$ cat src/rtl/bit_packer_pkg.sv
// Shared widths and FSM encoding for the bit packer path.
package bit_packer_pkg;

   localparam int OUTWIDTH    = 32;
   localparam int INWIDTH     = 15;
   localparam int INLENWIDTH  = 4;
   localparam int OUTLENWIDTH = 6;
   localparam int ACCWIDTH    = OUTWIDTH + INWIDTH;

   typedef enum logic {
      RUN   = 1'b0,
      FLUSH = 1'b1
   } state_t;

endpackage

$ cat src/rtl/bit_packer_align.sv
// Masks a code to its length and places it MSB-first at bit offset 'offset'
// of the left-justified accumulator.
module bit_packer_align
   import bit_packer_pkg::*;
(
   input  logic [INWIDTH-1:0]     datain,
   input  logic [INLENWIDTH-1:0]  lenin,
   input  logic [OUTLENWIDTH-1:0] offset,
   output logic [ACCWIDTH-1:0]    aligned
);

   localparam logic [INWIDTH-1:0] ONES = '1;

   logic [INWIDTH-1:0]     masked;
   logic [OUTLENWIDTH-1:0] shamt;

   // offset+lenin never exceeds ACCWIDTH-1 while ready gates pushes
   always_comb begin
      masked  = datain & ~(ONES << lenin);
      shamt   = OUTLENWIDTH'(ACCWIDTH) - offset - OUTLENWIDTH'(lenin);
      aligned = {{(ACCWIDTH-INWIDTH){1'b0}}, masked} << shamt;
   end

endmodule

$ cat src/rtl/bit_packer.sv
// Packs 0..15-bit MSB-first codes into 32-bit words for the word FIFO,
// with an explicit flush emitting a zero-padded partial word.
module bit_packer
   import bit_packer_pkg::*;
(
   input  logic                   clock,
   input  logic                   reset,
   input  logic                   pushin,
   input  logic [INWIDTH-1:0]     datain,
   input  logic [INLENWIDTH-1:0]  lenin,
   input  logic                   flushin,
   input  logic                   fullin,
   output logic                   ready,
   output logic                   pushout,
   output logic [OUTWIDTH-1:0]    dataout,
   output logic [OUTLENWIDTH-1:0] lenout
);

   localparam logic [OUTLENWIDTH-1:0] WORDBITS = OUTLENWIDTH'(OUTWIDTH);

   state_t                 state, state_n;
   logic [ACCWIDTH-1:0]    acc, acc_n, base_acc, aligned;
   logic [OUTLENWIDTH-1:0] count, count_n, base_count;
   logic                   emit_full, pushout_n;
   logic [OUTWIDTH-1:0]    dataout_n;
   logic [OUTLENWIDTH-1:0] lenout_n;

   bit_packer_align u_align (
      .datain  (datain),
      .lenin   (lenin),
      .offset  (base_count),
      .aligned (aligned)
   );

   always_ff @(posedge clock) begin
      if (!reset) begin
         state   <= RUN;
         acc     <= '0;
         count   <= '0;
         pushout <= 1'b0;
         dataout <= '0;
         lenout  <= '0;
      end else begin
         state   <= state_n;
         acc     <= acc_n;
         count   <= count_n;
         pushout <= pushout_n;
         dataout <= dataout_n;
         lenout  <= lenout_n;
      end
   end

   // Full-word emission shifts first; a same-cycle append lands after it
   always_comb begin
      ready      = (state == RUN) && ((count < WORDBITS) || !fullin);
      emit_full  = (count >= WORDBITS) && !fullin;
      base_acc   = emit_full ? (acc << OUTWIDTH) : acc;
      base_count = emit_full ? (count - WORDBITS) : count;

      state_n   = state;
      acc_n     = base_acc;
      count_n   = base_count;
      pushout_n = emit_full;
      dataout_n = emit_full ? acc[ACCWIDTH-1 -: OUTWIDTH] : dataout;
      lenout_n  = emit_full ? WORDBITS : lenout;

      case (state)
         RUN: begin
            if (pushin && ready) begin
               acc_n   = base_acc | aligned;
               count_n = base_count + OUTLENWIDTH'(lenin);
            end
            if (flushin && ready)
               state_n = FLUSH;
         end
         FLUSH: begin
            if (count == '0) begin
               state_n = RUN;
            end else if ((count < WORDBITS) && !fullin) begin
               pushout_n = 1'b1;
               dataout_n = acc[ACCWIDTH-1 -: OUTWIDTH];
               lenout_n  = count;
               acc_n     = '0;
               count_n   = '0;
               state_n   = RUN;
            end
         end
         default: state_n = RUN;
      endcase
   end

endmodule
$ cat config.mk
export PLATFORM = sky130hd
export DESIGN_NAME = bit_packer
export DESIGN_NICKNAME = d
export VERILOG_FILES = /design/src/rtl/bit_packer_pkg.sv /design/src/rtl/bit_packer_align.sv /design/src/rtl/bit_packer.sv
export SDC_FILE = /design/constraint.sdc
export NUM_CORES = 1
export LEC_CHECK = 0
export BUFFER_PORTS_ARGS = -buffer_cell sky130_fd_sc_hd__buf_2
export CORE_MARGIN = 1.5
export CORE_UTILIZATION = 30
export CTS_BUF_LIST = sky130_fd_sc_hd__clkbuf_2
export DETAILED_ROUTE_END_ITERATION = 10
export PLACE_DENSITY = 0.59
export SLEW_MARGIN = 20
export SYNTH_ARGS = -nofsm -noshare
export SYNTH_HDL_FRONTEND = slang
export SYNTH_SLANG_ARGS = --single-unit
$ cat constraint.sdc
create_clock -name clock -period 3.1 [get_ports clock]
set_input_delay 0.31 -clock clock [delete_from_list [all_inputs] [get_ports clock]]
set_output_delay 0.31 -clock clock [all_outputs]
set_load 0.005 [all_outputs]
; ---- After elaboration in Yosys (flattened, before gate mapping)
; Index checks and enable logic that the tools add are counted.
[word_totals]
elab_cells = 51
ff_bits = 93
input_bits = 24
[classes]
n_shift = 2
muxes = 25
n_reduce_logical = 8
bitwise = 4
n_addsub = 4
n_lt_le_gt_ge = 2
[ops]
columns = cell, count
row1 = $mux W47, 4
row2 = $mux W32, 4
row3 = $pmux W47 S2, 1
row4 = $mux W6, 8
row5 = $or A47 B47 Y47, 1
row6 = $shl A15 B6 Y47, 1
row7 = $and A15 B15 Y15, 1
row8 = $not A15 Y15, 1
row9 = $shl A15 B4 Y15 const A, 1
row10 = $pmux W6 S2, 1
row11 = $add A6 B4 Y6, 1
row12 = $ge A6 B6 Y1 const B, 1
row13 = $logic_not A6 Y1, 1
row14 = $lt A6 B6 Y1 const B, 1
row15 = $mux W1, 6
row16 = $sub A6 B4 Y6, 1
row17 = $sub A6 B6 Y6 const A, 1
row18 = $sub A6 B6 Y6 const B, 1
row19 = $logic_and A1 B1 Y1, 5
row20 = $pmux W1 S2, 1
row21 = $logic_not A1 Y1, 1
row22 = $logic_or A1 B1 Y1, 1
row23 = $not A1 Y1, 1

; ---- Depth between registers and ports, before layout
; Gate-level depths: netlist (run 1).
[depth]
ltp_word = 9
mapped_depth = 13
ltp_nobuf = 11

; ---- By module
; From an unflattened synthesis (run 1), not the netlist that was laid out.
[unflattened]
hier_cells = 610
hier_area_um2 = 5138.7
[modules_own_cells]
columns = module, area_per_inst_um2, cells_each, instances
row1 = bit_packer, 3485.8, 361, 1
row2 = bit_packer_align, 1652.8, 249, 1

; ---- Worst setup path after synthesis (run 1)
; No wires, ideal clock.
[synth_path]
kind = input-to-reg
startpoint = in lenin[1]
endpoint = reg acc[42]
path_stages = 13
n_path_buf = 2
path_slack_ns = 0.119
setup_time_ns = 0.070
arrival_time_ns = 2.911
cell_sequence = buf_6 > inv_1 > ha_1 > ha_1 > inv_1 > fa_1 > xor2_1 > buf_2 > nor2_1 > nand2_1 > or4_1 > a21oi_1 > o2bb2ai_1
[synth_via]
elab_chain_cells = 7
[synth_lines]
columns = item, line_no
row1 = start: declaration, bit_packer.sv:10  ; input logic [INLENWIDTH-1:0] lenin,
row2 = $shl A15 B4 Y15, bit_packer_align.sv:19  ; masked = datain & ~(ONES << lenin);
row3 = $not A15 Y15, bit_packer_align.sv:19
row4 = $and A15 B15 Y15, bit_packer_align.sv:19
row5 = $shl A15 B6 Y47 (*), bit_packer_align.sv:21  ; aligned = {{(ACCWIDTH-INWIDTH){1'b0}}, masked} << shamt;
row6 = $or A47 B47 Y47 (*), bit_packer.sv:70  ; acc_n = base_acc | aligned;
row7 = $mux W47 (*), bit_packer.sv:69  ; if (pushin && ready) begin
row8 = $pmux W47 S2 (*), bit_packer.sv:67  ; case (state)
row9 = end signal: assignment, bit_packer.sv:45  ; acc <= acc_n;
row10 = end: declaration, bit_packer.sv:22  ; logic [ACCWIDTH-1:0] acc, acc_n, base_acc, aligned;
; Every way passes the cells marked *; elsewhere a longest branch is shown, timed or not.
; A chain may end at the register's enable or synchronous reset.

; ---- Worst setup path in the final report (run 1)
[layout_path]
startpoint = reg count[1]
endpoint = reg acc[24]
[layout_via]
elab_chain_cells = 9
[layout_lines]
columns = item, line_no
row1 = start: declaration, bit_packer.sv:23  ; logic [OUTLENWIDTH-1:0] count, count_n, base_count;
row2 = start signal: assignment, bit_packer.sv:46  ; count <= count_n;
row3 = $ge A6 B6 Y1, bit_packer.sv:56  ; emit_full = (count >= WORDBITS) && !fullin;
row4 = $logic_and A1 B1 Y1, bit_packer.sv:56
row5 = $mux W6, bit_packer.sv:58  ; base_count = emit_full ? (count - WORDBITS) : count;
row6 = $sub A6 B6 Y6, bit_packer_align.sv:20  ; shamt = OUTLENWIDTH'(ACCWIDTH) - offset - OUTLENWIDTH'(lenin);
row7 = $sub A6 B4 Y6, bit_packer_align.sv:20
row8 = $shl A15 B6 Y47, bit_packer_align.sv:21
row9 = $or A47 B47 Y47, bit_packer.sv:70
row10 = $mux W47, bit_packer.sv:69
row11 = $pmux W47 S2 (*), bit_packer.sv:67
; Marked as above.

==> impl_metrics.csv, run 1 <==
group,metric,value,unit
die,ios,64,
cells_and_area,syn_to_final_growth,17.3,%
route,routedWlPerCell,17.4,um
yosys,yosys_warnings,0,
power_and_ir_drop,ir_drop,0.000207,V
worst_setup_path,cp_slowest_cell,"fa_2",
placed_design,post-place-ws,49.8,ps
worst_setup_path,crit_buf_inv,4,
die,num_rows,48,
placed_design,gp_congestion,0.945,
yosys,syn_area,0.00524,mm2
global_route,grt_start_max_net_pins,40,
worst_setup_path,cp.required,3600,ps
timing,max_freq,342,MHz
worst_setup_path,crit_chain,"inv_1, ha_1, ha_1, inv_1, fa_2, xor2_1, buf_4, buf_4, nand2_1, nor2_1, nor2_1, a22o_1, a221o_1",
route,ant_nets,0,
route,wirelength,16600,um
cts,postCtsSetupBuffers,0,
global_route,grt_pass1_wl,26300,um
die,fp.dieH,135,um
route,vias,5095,
worst_setup_path,rr_worst_depth,13,
yosys,seq_area_frac_synth,35.6,%
timing,hold_viol,0,
timing,finalSetupViolCount,0,
yosys,synth_cell_types,79,
worst_setup_path,path_class,"flop to flop",
yosys,synthArstFlopShare,0,%
yosys,ys.flop_type,"dfxtp_1",
cts,cts_made_buffers,9,
yosys,synth_cells,654,
worst_setup_path,crit_path_start_kind,"flop",
worst_setup_path,worstSetupEndpointType,"flop",
cts,path_clk_slew,220,ps
timing,finalCritPeriodShare,94.3,%
placed_design,io_buffers,63,
cells_and_area,nets,762,
cells_and_area,layout_commonest_cell,"nand2_1",
cells_and_area,mostFrequentLayoutCells,"116 x nand2_1, 92 x dfxtp_1, 63 x buf_2",
cells_and_area,nFillCells,1848,
global_route,grt.total_usage,18.5,%
cts,htree_levels,3,
power_and_ir_drop,power_leakage,0.00237,uW
route,drt-initial-drc-count,406,
route,drc,0,
yosys,synth_edf_count,0,
timing,max_slew_margin,58.0,%
yosys,synth_nets,691,
route,firstDrtPassIters,6,
die,fp.dieArea,0.0183,mm2
die,start_util,30.5,%
cts,cts_tree,"done",
timing,tns,0,ps
worst_setup_path,critPathTopFamily,"adder cells",
timing,rsz0062_at_grt,"no",
power_and_ir_drop,powerDensity,553,mW/mm2
cts,insertion_delay,600,ps
hold_path,whs_path_depth,3,
cells_and_area,drive_gt1_share,21.9,%
placed_design,hpwlAfterDp,12500,um
die,die_w,135,um
worst_setup_path,crit_fanout,12,
worst_setup_path,path_depth,13,
die,core_area,0.0172,mm2
global_route,antenna_found_initial,1,
cts,ctsLongestPathBuffers,2,
timing,fin_crit,2920,ps
route,viasPerCell,5.33,
timing,finalMaxSlewViolations,0,
worst_setup_path,r2r_slack,180,ps
global_route,grt_overflow_total,0,
yosys,postSynthAreaPerCell,8.01,um2
timing,worst_slack,175,ps
run,cap_violations,0,
hold_path,hold_class,"input pin to flop",
cts,cts-root-buf,"clkbuf_2",
worst_setup_path,crit_path_max_incr_delay,420,ps
run_status,status,"finished, final reports clean",
cts,cts_num_sinks,93,
global_route,grt_pass1_vias,4705,
worst_setup_path,cp_data_arrival_time,3430,ps
yosys,synth-seq-cells,93,
timing,fin_worst_skew,22.8,ps
timing,worst_pin_slew,628,ps
[kinds of logic (layout without fill, tap and decap cells)]
logic type                 after synthesis  count (layout)  synth area share [%]
other                                    0               1                     0
xor gates and xnor gates                 6               6                  1.00
buffers and inverters                   69             145                  6.02
AOI/OAI and AO/OA                      211             211                  28.1
muxes                                   21              21                  4.97
adders and majority gates               13              13                  3.39
DFF                                     93              93                  35.6
and+or+nand+nor                        241             241                  20.9
[routing by layer]
metal / vias to the layer above / share of wire (%) / track usage (%)
met3: 21 / 6.3 / 3.87
met2: 164 / 42 / 27.3
met4: 0 / 1.4 / 4.72
met5: - / 0 / 0
met1: 2398 / 50 / 27.2
li1: 2512 / - / -
[stage by stage]
stage	util, %	cell area (um2)	hold slack, ps	cells	total power [uW]
4_1_cts	35.5	6100	68.8	955	3370
3_5_place_dp	34.8	5980	444	938	2750
2_1_floorplan	-	5240	424	654	2230
3_3_place_gp	34.8	5980	436	938	2750
6_report	35.7	6140	116	956	3390
5_1_grt	35.7	6140	81.9	956	3580
[path summary, 6_finish.rpt]
path	start	to
worst min-delay path	fullin	count[5]$_SDFF_PN0_
worst max-delay path	count[1]$_SDFFE_PN0P_	acc[24]$_SDFF_PN0_
worst min register to register	acc[43]$_SDFF_PN0_	dataout[28]$_SDFF_PN0_
worst max register to register	count[1]$_SDFFE_PN0P_	acc[24]$_SDFF_PN0_
[repair_timing]
action | in CTS | in global routing
endpoints found under the setup margin | 0 | 32
resized for setup | 0 | 12
hold endpoints to repair | 1 | 0
hold buffers | 1 | 0
[flip-flops by register name, indices dropped and copies added, names as in the netlist, named ones only]
name	flops
acc	47
count	6
dataout	32
lenout	5
pushout	1
state	1
[synth_stat cells (all sizes together) (11+ instances only)]
cell type | number | share of area (%)
a21oi | 56 | 5.6
a22o | 11 | 1.8
nand3 | 19 | 1.8
mux2i | 17 | 3.2
clkbuf | 28 | 2.1
buf | 22 | 2.6
inv | 18 | 1.3
nand2 | 117 | 8.4
dfxtp | 93 | 36
o21ai | 38 | 3.6
ha | 11 | 2.6
nor3 | 12 | 1.2
nor2 | 46 | 3.3
[layout make-up]
| type | instances | area (um2) | share of cell area, % |
|---|---|---|---|
| antenna | 1 | 2.50 | 0.0408 |
| timing repair buffer | 110 | 708 | 11.5 |
| multi-input combinational | 492 | 3090 | 50.4 |
| inverter | 19 | 75.1 | 1.22 |
| tap | 225 | 282 | 4.59 |
| sequential | 93 | 1860 | 30.3 |
| clock buffer | 11 | 55.1 | 0.897 |
| clock inverter | 5 | 61.3 | 0.999 |
[tightest hold or removal path, stage by stage]
cell	delay, ps
buf_2	150
nand2_1	140
a21oi_1	80
[report_power, final]
part           internal [uW]  switching (uW)
sequential              1270            44.6
combinational            570             890
clock                    193             425
total                   2030            1360
No activity file was read; power rests on OpenSTA's default activity.
==> inputs of run 2 (changes only) <==
- PLACE_DENSITY: 0.59 -> 0.58
- clock period: 3.1 -> 3.5 ns (I/O delays scaled with it)
==> run 2 against run 1 <==
Sequential power decreased by 11%. Count of clock-buffer cells in the layout unchanged. Clock skew increased by 5.8 ps. Final area decreased by 4.1%. Worst setup slack improved by 200 ps. Critical endpoint is now acc[31]$_SDFF_PN0_. Largest cell class unchanged. Worst hold slack got worse by 44 ps. Wire length decreased by 1.4%. Highest routed layer unchanged. Clock power decreased by 28%. Critical path depth decreased by 3. Via count decreased by 0.29%. Cell count decreased by 2.4%. Critical path type unchanged.
==> impl_metrics.csv, run 2 (synthesis results as in run 1) <==
group,metric,value,unit
timing,rsz0062_at_grt,"no",
hold_path,min_from,"flushin",
cells_and_area,nets,741,
cts,ctsLongestPathBuffers,2,
worst_setup_path,timing.rr.start,"count[0]$_SDFFE_PN0P_",
die,fp.dieH,135,um
route,ant_nets,0,
power_and_ir_drop,power,2790,uW
die,num_rows,48,
cells_and_area,layout_commonest_cell,"nand2_1",
worst_setup_path,cp_data_arrival_time,3650,ps
cts,insertion_delay,600,ps
cts,cts-resized-gates,0,
placed_design,gp_congestion,0.914,
power_and_ir_drop,powerDensity,474,mW/mm2
timing,finalCritPeriodShare,89.2,%
worst_setup_path,r2r_end,"acc[31]$_SDFF_PN0_",
timing,tns,0,ps
route,m1WireLength,8080,um
global_route,grt_pass1_wl,25900,um
global_route,antenna_found_initial,1,
worst_setup_path,worstSetupEndpointType,"flop",
worst_setup_path,path_class,"flop to flop",
global_route,grt_pass1_vias,4625,
timing,finalSetupViolCount,0,
die,fp.dieArea,0.0183,mm2
placed_design,io_buffers,63,
route,wirelength,16400,um
route,drc,0,
placed_design,hpwlAfterDp,12200,um
power_and_ir_drop,power_leakage,0.00226,uW
timing,fin_crit,3120,ps
cts,cts_tree,"done",
cts,cts-root-buf,"clkbuf_2",
timing,finalMaxSlewViolations,0,
hold_path,hold_class,"input pin to flop",
route,routedWlPerCell,17.5,um
cts,path_clk_slew,250,ps
route,drt-initial-drc-count,595,
timing,max_freq,320,MHz
cells_and_area,mostFrequentLayoutCells,"117 x nand2_1, 93 x dfxtp_1, 63 x buf_2",
global_route,grt.total_usage,18.3,%
route,firstDrtPassIters,5,
cts,postCtsSetupBuffers,0,
timing,fin_worst_skew,28.7,ps
cts,htree_levels,3,
die,core_area,0.0172,mm2
worst_setup_path,crit_path_start_kind,"flop",
power_and_ir_drop,ir_drop,0.000170,V
timing,max_slew_margin,46.2,%
route,route.met2.wl,6900,um
worst_setup_path,cp.required,4030,ps
hold_path,whs_path_depth,4,
cts,cts_num_sinks,93,
worst_setup_path,crit_fanout,26,
die,start_util,30.5,%
worst_setup_path,r2r_slack,380,ps
cells_and_area,regMostFlops,"acc",
worst_setup_path,rr_worst_depth,10,
cts,cts_made_buffers,9,
route,dr.max_layer_used,"met4",
route,vias,5080,
timing,hold_slack,71.4,ps
cts,postCtsHoldBufs,0,
route,route.met3.wl,1130,um
die,ios,64,
cells_and_area,largestRegisters,"acc: 47 flops, dataout: 32 flops, count: 6 flops",
cells_and_area,drive_gt1_share,18.2,%
timing,worst_pin_slew,800,ps
cells_and_area,nFillCells,1920,
timing,hold_viol,0,
hold_path,min_to,"state$_SDFF_PN0_",
global_route,grt_start_max_net_pins,28,
run,cap_violations,0,
run_status,status,"finished, final reports clean",
cells_and_area,syn_to_final_growth,12.4,%
cells_and_area,largest_reg_flops,47,
die,die_w,135,um
route,viasPerCell,5.44,
global_route,grt_overflow_total,0,
[run 2: cell types whose count changed in the layout (fill, tap and decap cells not counted), sizes merged]
| cell | before | now |
|---|---|---|
| buf | 109 | 89 |
| bufinv | 1 | 0 |
| clkinv | 1 | 4 |
| clkinvlp | 4 | 0 |
| dlygate4sd3 | 1 | 0 |
[run 2: stage by stage]
step | area, um2 | worst slack, ps | utilization [%] | std cells
after floorplan | 5240 | 479 | - | 654
after global placement | 5820 | 267 | 33.9 | 918
after detailed placement | 5820 | 273 | 33.9 | 918
after CTS | 5890 | 398 | 34.3 | 932
after global routing | 5890 | 92.7 | 34.3 | 933
final | 5890 | 378 | 34.3 | 933
[run 2: where the power goes]
group,internal (uW),switching [uW],leakage [uW],total (uW)
registers,1130,44.0,0.000752,1170
clock network,88.5,358,0.0000574,446
logic,426,751,0.00145,1180
[run 2: worst max path at each step]
stage                           from                 end  slack (ps)  cells after the start
6_report       count[0]$_SDFFE_PN0P_  acc[31]$_SDFF_PN0_         380                     10
3_3_place_gp                lenin[0]  acc[20]$_SDFF_PN0_         270                     13
3_5_place_dp                lenin[0]  acc[24]$_SDFF_PN0_         270                     13
2_1_floorplan               lenin[1]  acc[42]$_SDFF_PN0_         480                     13
4_1_cts        count[0]$_SDFFE_PN0P_  acc[30]$_SDFF_PN0_         400                     10
5_1_grt        count[1]$_SDFFE_PN0P_  acc[20]$_SDFF_PN0_          90                     12
[run 2: final cells by class]
type                    count  area, um2  area share, %
flip-flops and latches     93       1860           31.6
diodes                      1       2.50         0.0425
clock inverters             3       15.0          0.255
inverters                  19       71.3           1.21
multi-input cells         492       3070           52.1
repair buffers             89        536           9.09
clock buffers              11       55.1          0.935
well taps                 225        282           4.78
[run 2: critical path, cell delays in order (launching register included)]
cell and delay (ps):
dfxtp_1 510, ha_1 210, inv_1 70, fa_1 550, buf_12 180, mux2i_1 80
o21ai_0 520, nand2_1 160, o221ai_1 360, mux2i_1 240, o21ai_0 180
[run 2: per-layer routing]
layer	GRT usage [%]	up-vias
li1	-	2471
met1	27.1	2397
met2	26.4	187
met3	3.45	25
met4	6.09	0
met5	0	-
==> inputs of run 3 (changes only) <==
- clock period: 3.5 -> 3.1 ns (I/O delays scaled with it)
==> run 3 against run 2 <==
Combinational power grew 28%. Fmax increased by 6.7%. Global-route usage is 0.60 points higher. Core utilization grew 1.7 points. Clock power increased by 26%. Highest routed layer unchanged.
==> impl_metrics.csv, run 3 (synthesis results as in run 1) <==
group,metric,value,unit
timing,finalSetupViolCount,0,
timing,hold_viol,0,
route,firstDrtPassIters,7,
timing,fin_worst_skew,39.3,ps
route,routedWlPerCell,17.2,um
worst_setup_path,crit_buf_inv,3,
cells_and_area,mostFrequentLayoutCells,"117 x nand2_1, 91 x dfxtp_1, 63 x buf_2",
route,viasPerCell,5.40,
timing,max_slew_margin,58.3,%
route,ant_nets,0,
cts,insertion_delay,590,ps
cts,cts-root-buf,"clkbuf_2",
cells_and_area,regMostFlops,"acc",
power_and_ir_drop,ir_drop,0.000183,V
timing,fin_crit,2930,ps
cells_and_area,largest_reg_flops,47,
worst_setup_path,cp.required,3600,ps
cts,path_clk_slew,230,ps
global_route,grt_start_max_net_pins,32,
worst_setup_path,crit_path_max_incr_delay,400,ps
cells_and_area,postLayoutCoreUtil,36.0,%
worst_setup_path,crit_path_start_kind,"flop",
timing,tns,0,ps
worst_setup_path,cpMostUsedCell,"inv_1",
cells_and_area,nets,771,
timing,worst_pin_slew,626,ps
die,fp.dieH,135,um
worst_setup_path,critPathTopFamily,"compound AO/OA/AOI/OAI gates",
timing,max_freq,342,MHz
route,drc,0,
global_route,grt.total_usage,18.9,%
cells_and_area,antenna_cells,0,
global_route,grt_overflow_total,0,
route,vias,5187,
run_status,status,"finished, final reports clean",
cts,htree_levels,3,
cts,cts_tree,"done",
worst_setup_path,cp_slowest_cell,"fa_2",
worst_setup_path,crit_fanout,5,
cts,ctsLongestPathBuffers,2,
die,fp.dieArea,0.0183,mm2
timing,finalCritPeriodShare,94.4,%
die,start_util,30.5,%
power_and_ir_drop,powerDensity,549,mW/mm2
placed_design,gp_congestion,0.950,
global_route,grt_pass1_vias,4894,
die,num_rows,48,
route,wirelength,16500,um
cts,cts_made_buffers,9,
timing,finalMaxSlewViolations,0,
die,core_area,0.0172,mm2
global_route,antenna_found_initial,0,
cells_and_area,largestRegisters,"acc: 47 flops, dataout: 32 flops, count: 6 flops",
cells_and_area,drive_gt1_share,23.0,%
hold_path,hold_class,"input pin to flop",
power_and_ir_drop,power_leakage,0.00241,uW
worst_setup_path,cp_data_arrival_time,3430,ps
worst_setup_path,worstSetupEndpointType,"flop",
die,die_w,135,um
placed_design,hpwlAfterDp,12700,um
global_route,grt_pass1_wl,26800,um
die,ios,64,
worst_setup_path,crit_chain,"inv_1, ha_1, ha_2, inv_1, fa_2, xnor2_1, buf_4, and4_1, a31oi_1, o211ai_1, a211o_1, o2bb2ai_1",
route,drt-initial-drc-count,358,
run,cap_violations,0,
worst_setup_path,path_class,"flop to flop",
cells_and_area,layout_commonest_cell,"nand2_1",
cts,cts_num_sinks,93,
cells_and_area,syn_to_final_growth,18.0,%
placed_design,io_buffers,63,
## run 3: cell count changes in the layout (fill, tap and decap cells not counted), sizes merged
cell | previous run | this run
buf | 89 | 118
clkinv | 4 | 2
bufinv | 0 | 1
clkbuf | 11 | 10
clkinvlp | 0 | 1
diode | 1 | 0
dlygate4sd3 | 0 | 1
## run 3: per-layer routing
| layer | up-vias | GRT usage, % | share of wire [%] |
|---|---|---|---|
| met5 | - | 0 | 0 |
| met4 | 0 | 6.15 | 2.1 |
| met3 | 24 | 3.30 | 6.5 |
| met2 | 188 | 27.7 | 43 |
| met1 | 2444 | 27.8 | 49 |
| li1 | 2531 | - | - |
## run 3: what timing repair did
| item | 4_1_cts | 5_1_grt |
|---|---|---|
| hold endpoints to repair | 1 | 0 |
| setup endpoints to repair | 0 | 34 |
| setup buffers | 0 | 1 |
| gates resized for setup | 0 | 17 |
| hold buffers | 1 | 0 |
## run 3: area by class of cell
cell class              instances  area, um2
well taps                     225        282
repair buffers                119        754
multi-input cells             492       3110
flip-flops and latches         93       1860
clock inverters                 3       40.0
fillers                      1889      11000
clock buffers                  10       50.0
inverters                      19       75.1
## run 3: where the power goes
group	leakage [uW]	internal, uW	total [uW]	switching [uW]
logic	0.00159	603	1510	909
clock network	0.0000635	174	560	386
registers	0.000753	1270	1320	46.0
## run 3: worst paths after layout
path,start,end,cells after the start,slack (ps)
min reg2reg,acc[14]$_SDFF_PN0_,acc[14]$_SDFF_PN0_,2,460
max,count[1]$_SDFFE_PN0P_,acc[42]$_SDFF_PN0_,12,170
min,fullin,count[5]$_SDFF_PN0_,3,110
max reg2reg,count[1]$_SDFFE_PN0P_,acc[42]$_SDFF_PN0_,12,170
## run 3: tightest hold or removal path, stage by stage
cell	delay, ps
buf_2	150
nand2_1	140
a21oi_1	80
## run 3: metrics by stage
stage | setup WS [ps] | hold slack [ps] | power, uW | area (um2) | std cells
finish | 173 | 113 | 3390 | 6180 | 961
global route | -6.99 | 50.7 | 3600 | 6180 | 961
CTS | 45.0 | 62.9 | 3340 | 6110 | 960
detailed placement | 57.6 | 445 | 2780 | 6010 | 946
global placement | 88.7 | 436 | 2780 | 6010 | 946
floorplan | 119 | 424 | 2230 | 5240 | 654
